$ cat src/rtl/flash_loader_if.sv
// Byte-stream input and flash write port of the program loader.
// The loader takes the master modport; the stream source and memory take slave.
interface flash_loader_if #(
  parameter int WIDTH = 32
);
  logic             byte_valid;
  logic [7:0]       byte_data;
  logic             byte_ready;
  logic             flash_en;
  logic [WIDTH-1:0] flash_addr;
  logic [WIDTH-1:0] flash_data;

  modport master (
    input  byte_valid,
    input  byte_data,
    output byte_ready,
    output flash_en,
    output flash_addr,
    output flash_data
  );

  modport slave (
    output byte_valid,
    output byte_data,
    input  byte_ready,
    input  flash_en,
    input  flash_addr,
    input  flash_data
  );
endinterface

$ cat src/rtl/flash_loader.sv
// Length-prefixed byte-stream program loader; holds the core in reset while loading.
// Optional trailing XOR checksum byte: define FLASH_LOADER_CHECKSUM_EN.
module flash_loader #(
  parameter int               WIDTH     = 32,
  parameter logic [WIDTH-1:0] BASE_ADDR = '0,
  parameter int               MAX_WORDS = 256
) (
  input  logic           clk,
  input  logic           rst,
  input  logic           start,
  flash_loader_if.master bus,
  output logic           core_rst,
  output logic           done,
  output logic           error
);

  typedef enum logic [2:0] {
    IDLE = 3'd0,
    HDR  = 3'd1,
    DATA = 3'd2,
`ifdef FLASH_LOADER_CHECKSUM_EN
    CSUM = 3'd3,
`endif
    DONE = 3'd4,
    ERR  = 3'd5
  } state_t;

`ifdef FLASH_LOADER_CHECKSUM_EN
  localparam state_t END_ST = CSUM;
`else
  localparam state_t END_ST = DONE;
`endif

  localparam logic [WIDTH-1:0] MAX_N = WIDTH'(MAX_WORDS);

  state_t           state;
  state_t           state_nxt;
  logic [1:0]       cnt;
  logic [WIDTH-1:0] sr;
  logic [WIDTH-1:0] n;
  logic [WIDTH-1:0] widx;
  logic [WIDTH-1:0] hdr_val;
  logic             ready;
  logic             accept;
  logic             last_byte;
  logic             last_word;
  logic             restart;
`ifdef FLASH_LOADER_CHECKSUM_EN
  logic [7:0]       xsum;
`endif

  // Bytes enter at the top so the 4th byte lands as the MSB.
  assign hdr_val   = {bus.byte_data, sr[WIDTH-1:8]};
  assign accept    = bus.byte_valid & ready;
  assign last_byte = accept & (cnt == 2'd3);
  assign last_word = (widx == n - WIDTH'(1));
  assign restart   = start & ((state == IDLE) |
                              (state == DONE) |
                              (state == ERR));

  always_comb begin
    ready    = 1'b0;
    core_rst = 1'b1;
    done     = 1'b0;
    error    = 1'b0;
    unique case (state)
      HDR:  ready = 1'b1;
      DATA: ready = 1'b1;
`ifdef FLASH_LOADER_CHECKSUM_EN
      CSUM: ready = 1'b1;
`endif
      DONE: begin
        core_rst = 1'b0;
        done     = 1'b1;
      end
      ERR:  error = 1'b1;
      default: ;
    endcase
  end

  assign bus.byte_ready = ready;

  always_comb begin
    state_nxt = state;
    unique case (state)
      IDLE: if (start) state_nxt = HDR;
      HDR: begin
        if (last_byte) begin
          if (hdr_val > MAX_N)
            state_nxt = ERR;
          else if (hdr_val == '0)
            state_nxt = END_ST;
          else
            state_nxt = DATA;
        end
      end
      DATA: if (last_byte && last_word) state_nxt = END_ST;
`ifdef FLASH_LOADER_CHECKSUM_EN
      CSUM: begin
        if (accept)
          state_nxt = (bus.byte_data == xsum) ? DONE : ERR;
      end
`endif
      DONE: if (start) state_nxt = HDR;
      ERR:  if (start) state_nxt = HDR;
      default: state_nxt = IDLE;
    endcase
  end

  always_ff @(posedge clk) begin
    if (rst) state <= IDLE;
    else     state <= state_nxt;
  end

  always_ff @(posedge clk) begin
    if (rst) begin
      cnt            <= '0;
      sr             <= '0;
      n              <= '0;
      widx           <= '0;
      bus.flash_en   <= 1'b0;
      bus.flash_addr <= BASE_ADDR;
      bus.flash_data <= '0;
    end else begin
      bus.flash_en <= 1'b0;
      if (restart) begin
        cnt  <= '0;
        widx <= '0;
      end
      if (accept) begin
        cnt <= cnt + 2'd1;
        sr  <= hdr_val;
      end
      if (last_byte && state == HDR)
        n <= hdr_val;
      // Address wraps modulo 2^WIDTH by plain truncation.
      if (last_byte && state == DATA) begin
        bus.flash_en   <= 1'b1;
        bus.flash_data <= hdr_val;
        bus.flash_addr <= BASE_ADDR + {widx[WIDTH-3:0], 2'b00};
        widx           <= widx + WIDTH'(1);
      end
    end
  end

`ifdef FLASH_LOADER_CHECKSUM_EN
  always_ff @(posedge clk) begin
    if (rst || restart)
      xsum <= '0;
    else if (accept && (state == HDR || state == DATA))
      xsum <= xsum ^ bus.byte_data;
  end
`endif

endmodule
$ cat src/flat_wrapper.sv
// flat-port wrapper written by rule: the top's interface ports become plain ports
module flash_loader_flat 
#(
  parameter int               WIDTH     = 32,
  parameter logic [WIDTH-1:0] BASE_ADDR = '0,
  parameter int               MAX_WORDS = 256
)
  (clk, rst, start, core_rst, done, error, bus_byte_valid, bus_byte_data, bus_byte_ready, bus_flash_en, bus_flash_addr, bus_flash_data);
  flash_loader_if #(.WIDTH(WIDTH)) bus_i ();
  input  logic clk;
  input  logic rst;
  input  logic start;
  output logic core_rst;
  output logic done;
  output logic error;
  input wire logic [$bits(bus_i.byte_valid)-1:0] bus_byte_valid;
  input wire logic [$bits(bus_i.byte_data)-1:0] bus_byte_data;
  output wire logic [$bits(bus_i.byte_ready)-1:0] bus_byte_ready;
  output wire logic [$bits(bus_i.flash_en)-1:0] bus_flash_en;
  output wire logic [$bits(bus_i.flash_addr)-1:0] bus_flash_addr;
  output wire logic [$bits(bus_i.flash_data)-1:0] bus_flash_data;
  assign bus_i.byte_valid = bus_byte_valid;
  assign bus_i.byte_data = bus_byte_data;
  assign bus_byte_ready = bus_i.byte_ready;
  assign bus_flash_en = bus_i.flash_en;
  assign bus_flash_addr = bus_i.flash_addr;
  assign bus_flash_data = bus_i.flash_data;
  flash_loader #(.WIDTH(WIDTH), .BASE_ADDR(BASE_ADDR), .MAX_WORDS(MAX_WORDS)) u_core (.clk(clk), .rst(rst), .start(start), .bus(bus_i), .core_rst(core_rst), .done(done), .error(error));
endmodule
$ cat config.mk
export PLATFORM = sky130hd
export DESIGN_NAME = flash_loader_flat
export DESIGN_NICKNAME = d
export VERILOG_FILES = /design/src/rtl/flash_loader_if.sv /design/src/rtl/flash_loader.sv /design/src/flat_wrapper.sv
export SDC_FILE = /design/constraint.sdc
export NUM_CORES = 1
export LEC_CHECK = 0
export BUFFER_PORTS_ARGS = -buffer_cell sky130_fd_sc_hd__buf_2
export CAP_MARGIN = 20
export CORE_ASPECT_RATIO = 1.1
export CORE_MARGIN = 2
export CORE_UTILIZATION = 58
export DETAILED_ROUTE_END_ITERATION = 12
export PLACE_DENSITY = 0.79
export SETUP_SLACK_MARGIN = 0.1
export SKIP_CTS_REPAIR_TIMING = 1
export SYNTH_ARGS = -nofsm -noshare
export SYNTH_HDL_FRONTEND = slang
export SYNTH_SLANG_ARGS = --single-unit
export TNS_END_PERCENT = 10
$ cat constraint.sdc
create_clock -name clk -period 3.8 [get_ports clk]
set_input_delay 0.19 -clock clk [delete_from_list [all_inputs] [get_ports clk]]
set_output_delay 0.19 -clock clk [all_outputs]
set_load 0.02 [all_outputs]
# Word-level counts from Yosys, hierarchy flattened
# Index checks and enable logic that the tools add are counted.
[classes]
n_addsub = 3
n_mul = 0
div = 0
magnitude_cmp = 1
eq_ne = 9
n_shift = 0
n_mux = 15
n_bitwise = 5
reduce_logical = 10
[op_table]
columns = ["op", "count"]
rows = [
  ["2-to-1 mux 32 bit", 2],
  ["adder 32 x 1 -> 32 bit (second input constant)", 1],
  ["equality test 32 bit", 1],
  ["greater-than comparator 32 x 9 -> 1 bit (second input constant)", 1],
  ["logical NOT 32 bit", 1],
  ["subtractor 32 x 1 -> 32 bit (second input constant)", 1],
  ["2-to-1 mux 3 bit", 5],
  ["one-hot mux 3 bit (3 select lines)", 1],
  ["equality test 3 bit (second input constant)", 2],
  ["!= test 2 x 1 -> 1 bit (second input constant)", 3],
  ["2-to-1 mux 1 bit", 5],
  ["2-to-1 mux 2 bit", 2],
  ["nonzero test 2 bit", 2],
  ["AND 1 bit", 3],
  ["equality test 3 x 1 -> 1 bit (second input constant)", 1],
  ["equality test 3 x 2 -> 1 bit (second input constant)", 1],
  ["logical AND 1 bit", 3],
  ["logical NOT 3 bit", 1],
  ["AND reduction 3 bit", 1],
  ["OR reduction 3 bit", 1],
  ["adder 2 x 1 -> 2 bit (second input constant)", 1],
  ["equality test 2 bit (second input constant)", 1],
  ["bitwise OR 1 bit", 2],
  ["OR reduction 2 bit", 1],
]
[word_totals]
register_bits = 164
latchBits = 0
ram_bits = 0
mem_bits_ro = 0
in_bits = 12
out_inout_bits = 69
elab_cells = 51
mem_count = 0

# Depth between registers and ports, before layout
# Gate-level depths: netlist (run 1).
[depth]
ltp_word = 8
ltp_mapped = 11

# Worst setup path after synthesis (run 1)
# No wires, ideal clock.
[synth_path]
path_type = "flip-flop to flip-flop"
startpoint = "reg u_core.n[0]"
endpoint = "reg u_core.state[1]"
setup_ns = 0.115
arrival_ns = 2.563
required_time_ns = 3.685
setup_slack_ns = 1.123
path_stages_with_launch = 12
path_buffers = 1
period_less_slack_ns = 2.677
cell_sequence = "dfxtp_1 -> inv_1 -> ha_1 -> or4b_1 -> buf_6 -> or4b_4 -> o221ai_1 -> a21oi_1 -> a2111oi_2 -> and3_1 -> nand4_2 -> o21a_1"
[synth_between]
elab_chain_len = 5
[synth_rtl]
columns = ["item", "line", "rtl"]
rows = [
  ["start, declared", "flash_loader.sv:40", "logic [WIDTH-1:0] n;"],
  ["start signal, assigned", "flash_loader.sv:135", "n <= hdr_val;"],
  ["subtractor 32 x 1 -> 32 bit", "flash_loader.sv:56", "assign last_word = (widx == n - WIDTH'(1));"],
  ["equality test 32 bit", "flash_loader.sv:56", ""],
  ["logical AND 1 bit", "flash_loader.sv:97", "DATA: if (last_byte && last_word) state_nxt = END_ST;"],
  ["!= test 2 x 1 -> 1 bit (no source line)", "--", ""],
  ["AND reduction 3 bit (no source line)", "--", ""],
  ["end signal, assigned", "flash_loader.sv:112", "else state <= state_nxt;"],
  ["end, declared", "flash_loader.sv:36", "state_t state;"],
]
# Every way passes these cells.
# A chain may end at the register's enable or synchronous reset.

# Final worst setup path (run 1)
# Same ends and word-level chain as after synthesis.

==> results.md, run 1 <==
- CTS H-Tree Depth: 4
- Top cell types by occurrence after synthesis: sky130_fd_sc_hd__nand2_1, sky130_fd_sc_hd__dfxtp_1, sky130_fd_sc_hd__a21oi_1, sky130_fd_sc_hd__clkbuf_1, sky130_fd_sc_hd__nor2_1
- Part of the power in combinational logic: 0.023
- Sequential Power Share: 0.478
- Clock latency of the later-clocked register in the worst-skew pair: around 0.43 ns
- Top cells by area, synth: sky130_fd_sc_hd__dfxtp_1, sky130_fd_sc_hd__nand2_1, sky130_fd_sc_hd__a21oi_1
- Final number of hold-violating endpoints: 0
- Sequential cell area fraction in the yosys report: 0.435
- Setup tns final: 0 ns
- Pin slew with the least headroom to its limit: roughly 1.1 ns
- Critical path capture point: u_core.state[1]
- Die area: 13,300 µm²
- Setup ws final: around 0.8 ns
- Global-route wire length before repair: around 29 mm
- Number of register bits inferred by synthesis: 156
- Crit path from: u_core.n[0]
- Vias in the first global route: about 5,900
- Layout fillers: 1,071
- Final critical-path required period: around 3.0 ns
- Top-level I/O count: 81
- Static power due to leakage: 3.02 nW
- Worst Hold Slack: 0.0375 ns
- Proportion of layout cells with a drive suffix above 1: 0.146
- Standard-cell row count: 42
- RSZ-0062 raised after global routing: no
- First drt pass iteration count: 5
- Number of cells after detailed placement: 1,105
- Remaining antenna violation count after routing: 0
- DPL Wire Length: ~11 mm
- Overall overflow remaining after global route: 0
- Largest driver fanout on the critical path: 8
- Routed WL: 17.3 mm
- ANT cells: 0
- Top-area cell type share of the netlist area: 0.435
- Worst-path clk slew: roughly 0.060 ns
- CTS buffer count: 17
- Status: finished clean
- Main synth FF type: sky130_fd_sc_hd__dfxtp_1
- Total net switching power: 770 µW
- Worst reg2reg setup slack: 0.82 ns
- Power per cell area: roughly 420 nW/µm²
- Antenna violations before repair: 0
- Area taken by multi-input logic gates: approximately 3700 µm²
- MaxCap Viol Count: 0
- Overall via count from detail_route: 6,539
- Area added between synthesis and finish: 13.3%
- Most area-hungry cell type in the Yosys netlist: sky130_fd_sc_hd__dfxtp_1
- Number of nets in the finished design: just under 1,000
- Slew margin rel.: 0.271
- Routability-driven placement congestion ratio: 0.907
- Largest net degree at the start of global routing: 109
- Clk sink count: roughly 160
- Worst ir drop on vdd: 0.000341 V
- Kind of start point of the critical path: flip-flop
- Async set-reset flop share out of synthesis: 0
- Initial core utilization: 0.596
- Worst flop-to-flop path startpoint: u_core.n[0]
- End of the worst register-to-register path: u_core.state[1]
- FMAX: ~340 MHz
- IO Port Bufs: just under 80
- Post-DR vias/cell: 5.75
- Net Sw Frac: 0.223
- Most frequent cell after synthesis: sky130_fd_sc_hd__nand2_1
- Vert. Die Dim: 121 µm
- Data required time at the worst endpoint: 4.12 ns
- Internal portion of total power: 2.68 mW
- Area taken by flip-flops and latches: 3120 µm²
- Area of the mapped netlist: 7170 µm²
- Fin. max-slew vios: 0
- Number of synthesis warnings: 0
- Mean cell area of the mapped netlist: 7.75 µm²
- Worst setup slack after placement: roughly 0.83 ns
- Synthesized netlist cell count: just over 900
- Combined global-route utilization of all metal layers: 0.275
- Floorplan Core Area: 12,000 µm²
- Worst reg2reg path depth: 10
- CTS tree: done
- Non-filler instance count after layout: 1,137
- Clock root cell: sky130_fd_sc_hd__clkbuf_16
- Initial detailed-routing violation count: about 390
- Average wire per standard cell: 15.2 µm
- Number of unique standard cell types used by synthesis: 70
- Tcrit/Tclk final: 0.784
- Crit end category: flip-flop
- Startpoint of the most critical hold path: bus_byte_data[4]
- Arrival time of data at the critical path endpoint: 3.30 ns
- Number of enable-type register cells in the synthesized netlist: 0
- Total of endpoints with negative setup slack in the final report: 0
- Final setup skew: between 0.006 and 0.007 ns
- Setup Crit Path Kind: reg2reg
- Floorplan die width: 110 µm
- DRC: 0
- Worst min-delay path class: in2reg
- Power share of the clock group: 0.499
- Buffers from clock root to sink, at most: 2
-- through the flow --
step                      power (mW)  instance area, µm²  utilization
after detailed placement        1.77                7520        0.625
after global routing            3.55                8130        0.675
after floorplan                 1.74                7180            -
after CTS                       3.46                8130        0.675
after global placement          1.77                7520        0.625
final                           3.45                8130        0.675
-- routing by layer --
metal  GRT usage  wire, µm
met1       0.380      7870
met2       0.418      7970
met3      0.0571      1040
met4       0.108       381
met5           0         0
-- flip-flops by register name (all words and copies together), names as in the netlist --
| signal | flops |
|---|---|
| u_core.bus.flash_addr | 30 |
| u_core.bus.flash_data | 32 |
| u_core.bus.flash_en | 1 |
| u_core.cnt | 2 |
| u_core.n | 32 |
| u_core.sr | 24 |
| u_core.state | 3 |
| u_core.widx | 32 |
-- worst max-delay path, stage by stage (launching register included) --
cell,delay [ns]
sky130_fd_sc_hd__dfxtp_1,0.34
sky130_fd_sc_hd__inv_1,0.07
sky130_fd_sc_hd__ha_1,0.20
sky130_fd_sc_hd__or4b_1,0.63
sky130_fd_sc_hd__nor4_4,0.49
sky130_fd_sc_hd__nand2_2,0.09
sky130_fd_sc_hd__nand4b_1,0.19
sky130_fd_sc_hd__a211o_1,0.34
sky130_fd_sc_hd__nor4_4,0.15
sky130_fd_sc_hd__nand4_2,0.16
sky130_fd_sc_hd__o21a_1,0.21
-- layout by cell type, fill, tap and decap left out, types with 3 or more instances in the layout --
| master | count |
|---|---|
| sky130_fd_sc_hd__nor3_1 | 16 |
| sky130_fd_sc_hd__o21a_1 | 4 |
| sky130_fd_sc_hd__dfxtp_1 | 156 |
| sky130_fd_sc_hd__clkbuf_16 | 17 |
| sky130_fd_sc_hd__xor2_1 | 17 |
| sky130_fd_sc_hd__nand2b_1 | 3 |
| sky130_fd_sc_hd__o221ai_1 | 3 |
| sky130_fd_sc_hd__o211ai_1 | 3 |
| sky130_fd_sc_hd__mux2i_1 | 4 |
| sky130_fd_sc_hd__nor2_1 | 45 |
| sky130_fd_sc_hd__nand2_1 | 272 |
| sky130_fd_sc_hd__o21ai_0 | 10 |
| sky130_fd_sc_hd__nor3b_1 | 3 |
| sky130_fd_sc_hd__a311oi_1 | 4 |
| sky130_fd_sc_hd__a21oi_1 | 139 |
| sky130_fd_sc_hd__ha_1 | 3 |
| sky130_fd_sc_hd__or4_1 | 4 |
| sky130_fd_sc_hd__o31ai_1 | 4 |
| sky130_fd_sc_hd__or2_2 | 4 |
| sky130_fd_sc_hd__and3_1 | 7 |
| sky130_fd_sc_hd__clkbuf_8 | 3 |
| sky130_fd_sc_hd__nand3_1 | 30 |
| sky130_fd_sc_hd__a31oi_1 | 3 |
| sky130_fd_sc_hd__xnor2_1 | 27 |
| sky130_fd_sc_hd__nor4_1 | 15 |
| sky130_fd_sc_hd__nor2b_1 | 4 |
| sky130_fd_sc_hd__o22ai_1 | 3 |
| sky130_fd_sc_hd__and4_1 | 4 |
| sky130_fd_sc_hd__clkinvlp_4 | 5 |
| sky130_fd_sc_hd__nand4_1 | 12 |
| sky130_fd_sc_hd__nor4b_1 | 3 |
| sky130_fd_sc_hd__buf_4 | 8 |
| sky130_fd_sc_hd__or3_1 | 5 |
| sky130_fd_sc_hd__inv_1 | 10 |
| sky130_fd_sc_hd__buf_2 | 77 |
| sky130_fd_sc_hd__inv_6 | 3 |
| sky130_fd_sc_hd__mux2_2 | 7 |
-- cell type report --
class	count	share of cell area
Tap cell	154	0.0237
Clock inverter	11	0.0163
Multi-Input combinational cell	700	0.458
Clock buffer	21	0.0579
Timing Repair Buffer	85	0.0548
Inverter	10	0.00462
Sequential cell	156	0.384
-- power by group through the flow --
stage | Clock [mW] | Sequential (mW) | Combinational (mW)
floorplan | 0 | 1.68 | 0.0553
global placement | 0 | 1.69 | 0.0802
detailed placement | 0 | 1.69 | 0.0803
CTS | 1.73 | 1.65 | 0.0806
global route | 1.81 | 1.65 | 0.0884
finish | 1.72 | 1.65 | 0.0808
-- worst min-delay path by stage --
stage | end | slack, ns | cells past startpoint
finish | u_core.bus.flash_data[28] | 0.04 | 3
global route | u_core.sr[30] | 0.04 | 3
CTS | u_core.bus.flash_data[28] | 0.02 | 3
detailed placement | u_core.bus.flash_addr[12] | 0.44 | 2
global placement | u_core.bus.flash_data[3] | 0.44 | 2
floorplan | u_core.n[31] | 0.33 | 2
-- kinds of logic (layout without fill, tap and decap cells) --
family          Yosys count  in the layout  share of synthesized area
simple gates            450            450                      0.288
compound gates          189            189                      0.150
flops                   156            156                      0.435
buf+inv                  71            127                     0.0469
xor+xnor                 44             44                     0.0537
mux                      12             12                     0.0202
fa+ha+maj                 3              3                    0.00523
other cells               1              2                   0.000523
Power figures use the tool's default switching activity.
==> run 2: changes to the inputs <==
--- a/config.mk
+++ b/config.mk
@@ -5,13 +5,14 @@
 export SDC_FILE = /design/constraint.sdc
 export NUM_CORES = 1
 export LEC_CHECK = 0
+export ABC_AREA = 1
 export BUFFER_PORTS_ARGS = -buffer_cell sky130_fd_sc_hd__buf_2
 export CAP_MARGIN = 20
 export CORE_ASPECT_RATIO = 1.1
 export CORE_MARGIN = 2
-export CORE_UTILIZATION = 58
+export CORE_UTILIZATION = 59
 export DETAILED_ROUTE_END_ITERATION = 12
-export PLACE_DENSITY = 0.79
+export PLACE_DENSITY = 0.8
 export SETUP_SLACK_MARGIN = 0.1
 export SKIP_CTS_REPAIR_TIMING = 1
 export SYNTH_ARGS = -nofsm -noshare
==> constraint.sdc (replaced) <==
create_clock -name clk -period 2.85 [get_ports clk]
set_input_delay 0.1425 -clock clk [delete_from_list [all_inputs] [get_ports clk]]
set_output_delay 0.1425 -clock clk [all_outputs]
set_load 0.02 [all_outputs]
==> run 2 against run 1 <==
  * Hold slack got worse by 0.032 ns
  * Register-to-register slack got worse by 0.39 ns
  * Flip-flop and latch count did not move
  * Final cell count rose by 23%
  * Sequential share of layout area fell by 3.8 points
  * Clock skew rose by 0.0044 ns
  * Critical path type unchanged
  * Highest routed layer unchanged
==> results.md, run 2 <==
- Status: finished clean (unchanged)
- Met3 usage: 0.0510 (was 0.0571)
- Largest net degree at the start of global routing: 59 (was 109)
- Final number of hold-violating endpoints: 0 (unchanged)
- Standard-cell row count: 44 (was 42)
- Number of nets in the finished design: 1,243 (was 985)
- Number of enable-type register cells in the synthesized netlist: 0 (unchanged)
- Area taken by flip-flops and latches: 3120 µm² (unchanged)
- Crit end category: flip-flop (unchanged)
- Number of register bits inferred by synthesis: 156 (unchanged)
- Final setup skew: 0.0107 ns (was 0.00628 ns)
- Top-level I/O count: 81 (unchanged)
- Most frequent cell on the critical path: sky130_fd_sc_hd__nand2_2 (was sky130_fd_sc_hd__nor4_4)
- Buffers from clock root to sink, at most: 2 (unchanged)
- Average wire per standard cell: 15.9 µm (was 15.2 µm)
- Data required time at the worst endpoint: 3.19 ns (was 4.12 ns)
- Top cells by area, synth: sky130_fd_sc_hd__dfxtp_1, sky130_fd_sc_hd__nand2_1, sky130_fd_sc_hd__nor2_1 (was sky130_fd_sc_hd__dfxtp_1, sky130_fd_sc_hd__nand2_1, sky130_fd_sc_hd__a21oi_1)
- Setup Crit Path Kind: reg2reg (unchanged)
- Area of the mapped netlist: 7970 µm² (was 7170 µm²)
- Setup ws final: 0.435 ns (was 0.821 ns)
- Proportion of layout cells with a drive suffix above 1: 0.156 (was 0.146)
- Combined global-route utilization of all metal layers: 0.315 (was 0.275)
- Top cell types by occurrence after synthesis: sky130_fd_sc_hd__nand2_1, sky130_fd_sc_hd__nor2_1, sky130_fd_sc_hd__dfxtp_1, sky130_fd_sc_hd__o21ai_0, sky130_fd_sc_hd__inv_1 (was sky130_fd_sc_hd__nand2_1, sky130_fd_sc_hd__dfxtp_1, sky130_fd_sc_hd__a21oi_1, sky130_fd_sc_hd__clkbuf_1, sky130_fd_sc_hd__nor2_1)
- MaxCap Viol Count: 0 (unchanged)
- DRC: 0 (unchanged)
- Remaining antenna violation count after routing: 0 (unchanged)
- Routed WL: 22.3 mm (was 17.3 mm)
- Area added between synthesis and finish: 13.2% (was 13.3%)
- Slew margin rel.: 0.494 (was 0.271)
- Die area: 14,400 µm² (was 13,300 µm²)
- Area taken by multi-input logic gates: 4200 µm² (was 3730 µm²)
- Setup tns final: 0 ns (unchanged)
- Routability-driven placement congestion ratio: 0.982 (was 0.907)
- Fin. max-slew vios: 0 (unchanged)
- Worst path max stage delay: 0.50 ns (was 0.63 ns)
- Vias in the first global route: 7,244 (was 5,929)
- Kind of start point of the critical path: flip-flop (unchanged)
- Tcrit/Tclk final: 0.848 (was 0.784)
- CTS buffer count: 17 (unchanged)
- Clk sink count: 156 (unchanged)
- Most frequent cell after synthesis: sky130_fd_sc_hd__nand2_1 (unchanged)
- Clock root cell: sky130_fd_sc_hd__clkbuf_16 (unchanged)
- Async set-reset flop share out of synthesis: 0 (unchanged)
- Main synth FF type: sky130_fd_sc_hd__dfxtp_1 (unchanged)
- Floorplan Core Area: 13,200 µm² (was 12,000 µm²)
- Post-DR vias/cell: 5.60 (was 5.75)
- Top-area cell type share of the netlist area: 0.392 (was 0.435)
- Most area-hungry cell type in the Yosys netlist: sky130_fd_sc_hd__dfxtp_1 (unchanged)
- Worst ir drop on vdd: 0.000394 V (was 0.000341 V)
- Highest-delay cell along the critical path: sky130_fd_sc_hd__buf_4 (was sky130_fd_sc_hd__or4b_1)
- Antenna violations before repair: 0 (unchanged)
- Final critical-path required period: 2.42 ns (was 2.98 ns)
- Initial core utilization: 0.603 (was 0.596)
- Largest driver fanout on the critical path: 58 (was 8)
- FMAX: 414 MHz (was 336 MHz)
- Largest regs: u_core.bus.flash_data (32), u_core.n (32), u_core.widx (32) (unchanged)
- Sequential cell area fraction in the yosys report: 0.392 (was 0.435)
- Crit path from: u_core.state[0] (was u_core.n[0])
- Worst min-delay path class: in2reg (unchanged)
- Leading cell types in the layout, fill and taps excluded: sky130_fd_sc_hd__nand2_1, sky130_fd_sc_hd__nor2_1, sky130_fd_sc_hd__dfxtp_1 (was sky130_fd_sc_hd__nand2_1, sky130_fd_sc_hd__dfxtp_1, sky130_fd_sc_hd__a21oi_1)
- RSZ-0062 raised after global routing: no (unchanged)
- CTS H-Tree Depth: 4 (unchanged)
- Met1 track utilization from global routing: 0.428 (was 0.380)
- Floorplan die width: 115 µm (was 110 µm)
- Mean cell area of the mapped netlist: 6.81 µm² (was 7.75 µm²)
- Total non-filler cell area in the finished layout: 9020 µm² (was 8130 µm²)
- IO Port Bufs: 78 (unchanged)
- Overall overflow remaining after global route: 0 (unchanged)
- Overall via count from detail_route: 7,851 (was 6,539)
- Worst-path clk slew: 0.07 ns (was 0.06 ns)
- Clock latency of the later-clocked register in the worst-skew pair: 0.42 ns (was 0.43 ns)
- Static power due to leakage: 4.24 nW (was 3.02 nW)
- Cell Area, Placed: 8440 µm² (was 7520 µm²)
- Initial detailed-routing violation count: 623 (was 394)
- Worst path top cell family by delay: buffers and inverters (was simple AND/OR/NAND/NOR gates)
- Synthesized netlist cell count: 1,169 (was 926)
- Power per cell area: 529 nW/µm² (was 425 nW/µm²)
- Met2 usage in global routing: 0.504 (was 0.418)
- Most common library cell in the layout ignoring fill and taps: sky130_fd_sc_hd__nand2_1 (unchanged)
- Vert. Die Dim: 126 µm (was 121 µm)
- ANT cells: 0 (unchanged)
- Number of synthesis warnings: 0 (unchanged)
- Total of endpoints with negative setup slack in the final report: 0 (unchanged)
- Layout fillers: 1,172 (was 1,071)
- CTS tree: done (unchanged)
- Worst flop-to-flop path startpoint: u_core.state[0] (was u_core.n[0])
- First drt pass iteration count: 7 (was 5)
- Startpoint of the most critical hold path: bus_byte_data[3] (was bus_byte_data[4])
- Gr busiest metal: met2 (unchanged)
- Critical path buffers and inverters: 4 (was 1)
- Worst reg2reg setup slack: 0.43 ns (was 0.82 ns)
- Arrival time of data at the critical path endpoint: 2.76 ns (was 3.30 ns)
- Pin slew with the least headroom to its limit: 0.757 ns (was 1.09 ns)
- Global-route wire length before repair: 36.1 mm (was 28.9 mm)
- Worst setup slack after placement: 0.504 ns (was 0.826 ns)
- DPL Wire Length: 16.7 mm (was 11.4 mm)
- Cell breakdown of the critical path: inv_2 -> nor2_2 -> nand2_2 -> nand2_4 -> nand2_2 -> inv_2 -> nand2_2 -> nor2_4 -> buf_4 -> buf_4 -> o21ai_0 -> a21oi_1 (was inv_1 -> ha_1 -> or4b_1 -> nor4_4 -> nand2_2 -> nand4b_1 -> a211o_1 -> nor4_4 -> nand4_2 -> o21a_1)
- Number of unique standard cell types used by synthesis: 51 (was 70)
[run 2: cell types whose count changed after synthesis, moves of 14 or more]
cell,previous run,this run
sky130_fd_sc_hd__clkbuf_1,51,36
sky130_fd_sc_hd__o21ai_0,10,120
sky130_fd_sc_hd__inv_1,10,97
sky130_fd_sc_hd__nand3_1,31,51
sky130_fd_sc_hd__nand2_1,272,217
sky130_fd_sc_hd__xnor2_1,27,13
sky130_fd_sc_hd__nor2_2,0,15
sky130_fd_sc_hd__nor2_1,46,214
sky130_fd_sc_hd__a21oi_1,139,88
[run 2: layout make-up]
cell class,count,share of cell area
clock buffers,20,0.0506
clock inverters,12,0.0141
inverters,109,0.0454
multi-input cells,851,0.466
flip-flops and latches,156,0.346
well taps,161,0.0223
repair buffers,93,0.0558
[run 2: path summary, 6_finish.rpt]
kind | endpoint | cells past startpoint
hold / removal | u_core.bus.flash_data[27] | 3
setup reg to reg | u_core.bus.flash_data[22] | 12
setup / recovery | u_core.bus.flash_data[22] | 12
hold reg to reg | u_core.cnt[0] | 1
[run 2: cells by family after synthesis]
group	Yosys count	synth area share
and+or+nand+nor	576	0.326
AOI/OAI and AO/OA	242	0.165
DFF	156	0.392
other	1	0.000471
buffers and inverters	163	0.0812
adders and majority gates	3	0.00471
xor gates and xnor gates	28	0.0308
[run 2: metrics by stage]
stage               power (mW)  std cells  hold WS [ns]  utilization
global placement          2.58       1370         0.421        0.639
global route              4.90       1402        0.0322        0.683
finish                    4.77       1402       0.00563        0.683
CTS                       4.77       1402       0.00311        0.683
floorplan                 2.48       1170         0.277            -
detailed placement        2.59       1370         0.429        0.639
[run 2: where the power goes]
group | internal (mW) | leakage [nW] | switching, mW | total, mW
registers | 2.22 | 1.26 | 0.0454 | 2.26
logic | 0.0808 | 2.70 | 0.201 | 0.282
clock network | 1.27 | 0.284 | 0.957 | 2.23
[run 2: worst reg2reg max path: cells and delay by family (launching register included)]
family / cells / cell delay [ns]
AOI/OAI and AO/OA: 2 / 0.40
DFF: 1 / 0.35
and+or+nand+nor: 6 / 0.53
buffers and inverters: 4 / 1.05
[run 2: metal layers]
| metal | vias up | wire length, µm |
|---|---|---|
| li1 | 3924 | - |
| met1 | 3569 | 9890 |
| met2 | 305 | 10100 |
| met3 | 53 | 1640 |
| met4 | 0 | 663 |
| met5 | - | 0 |
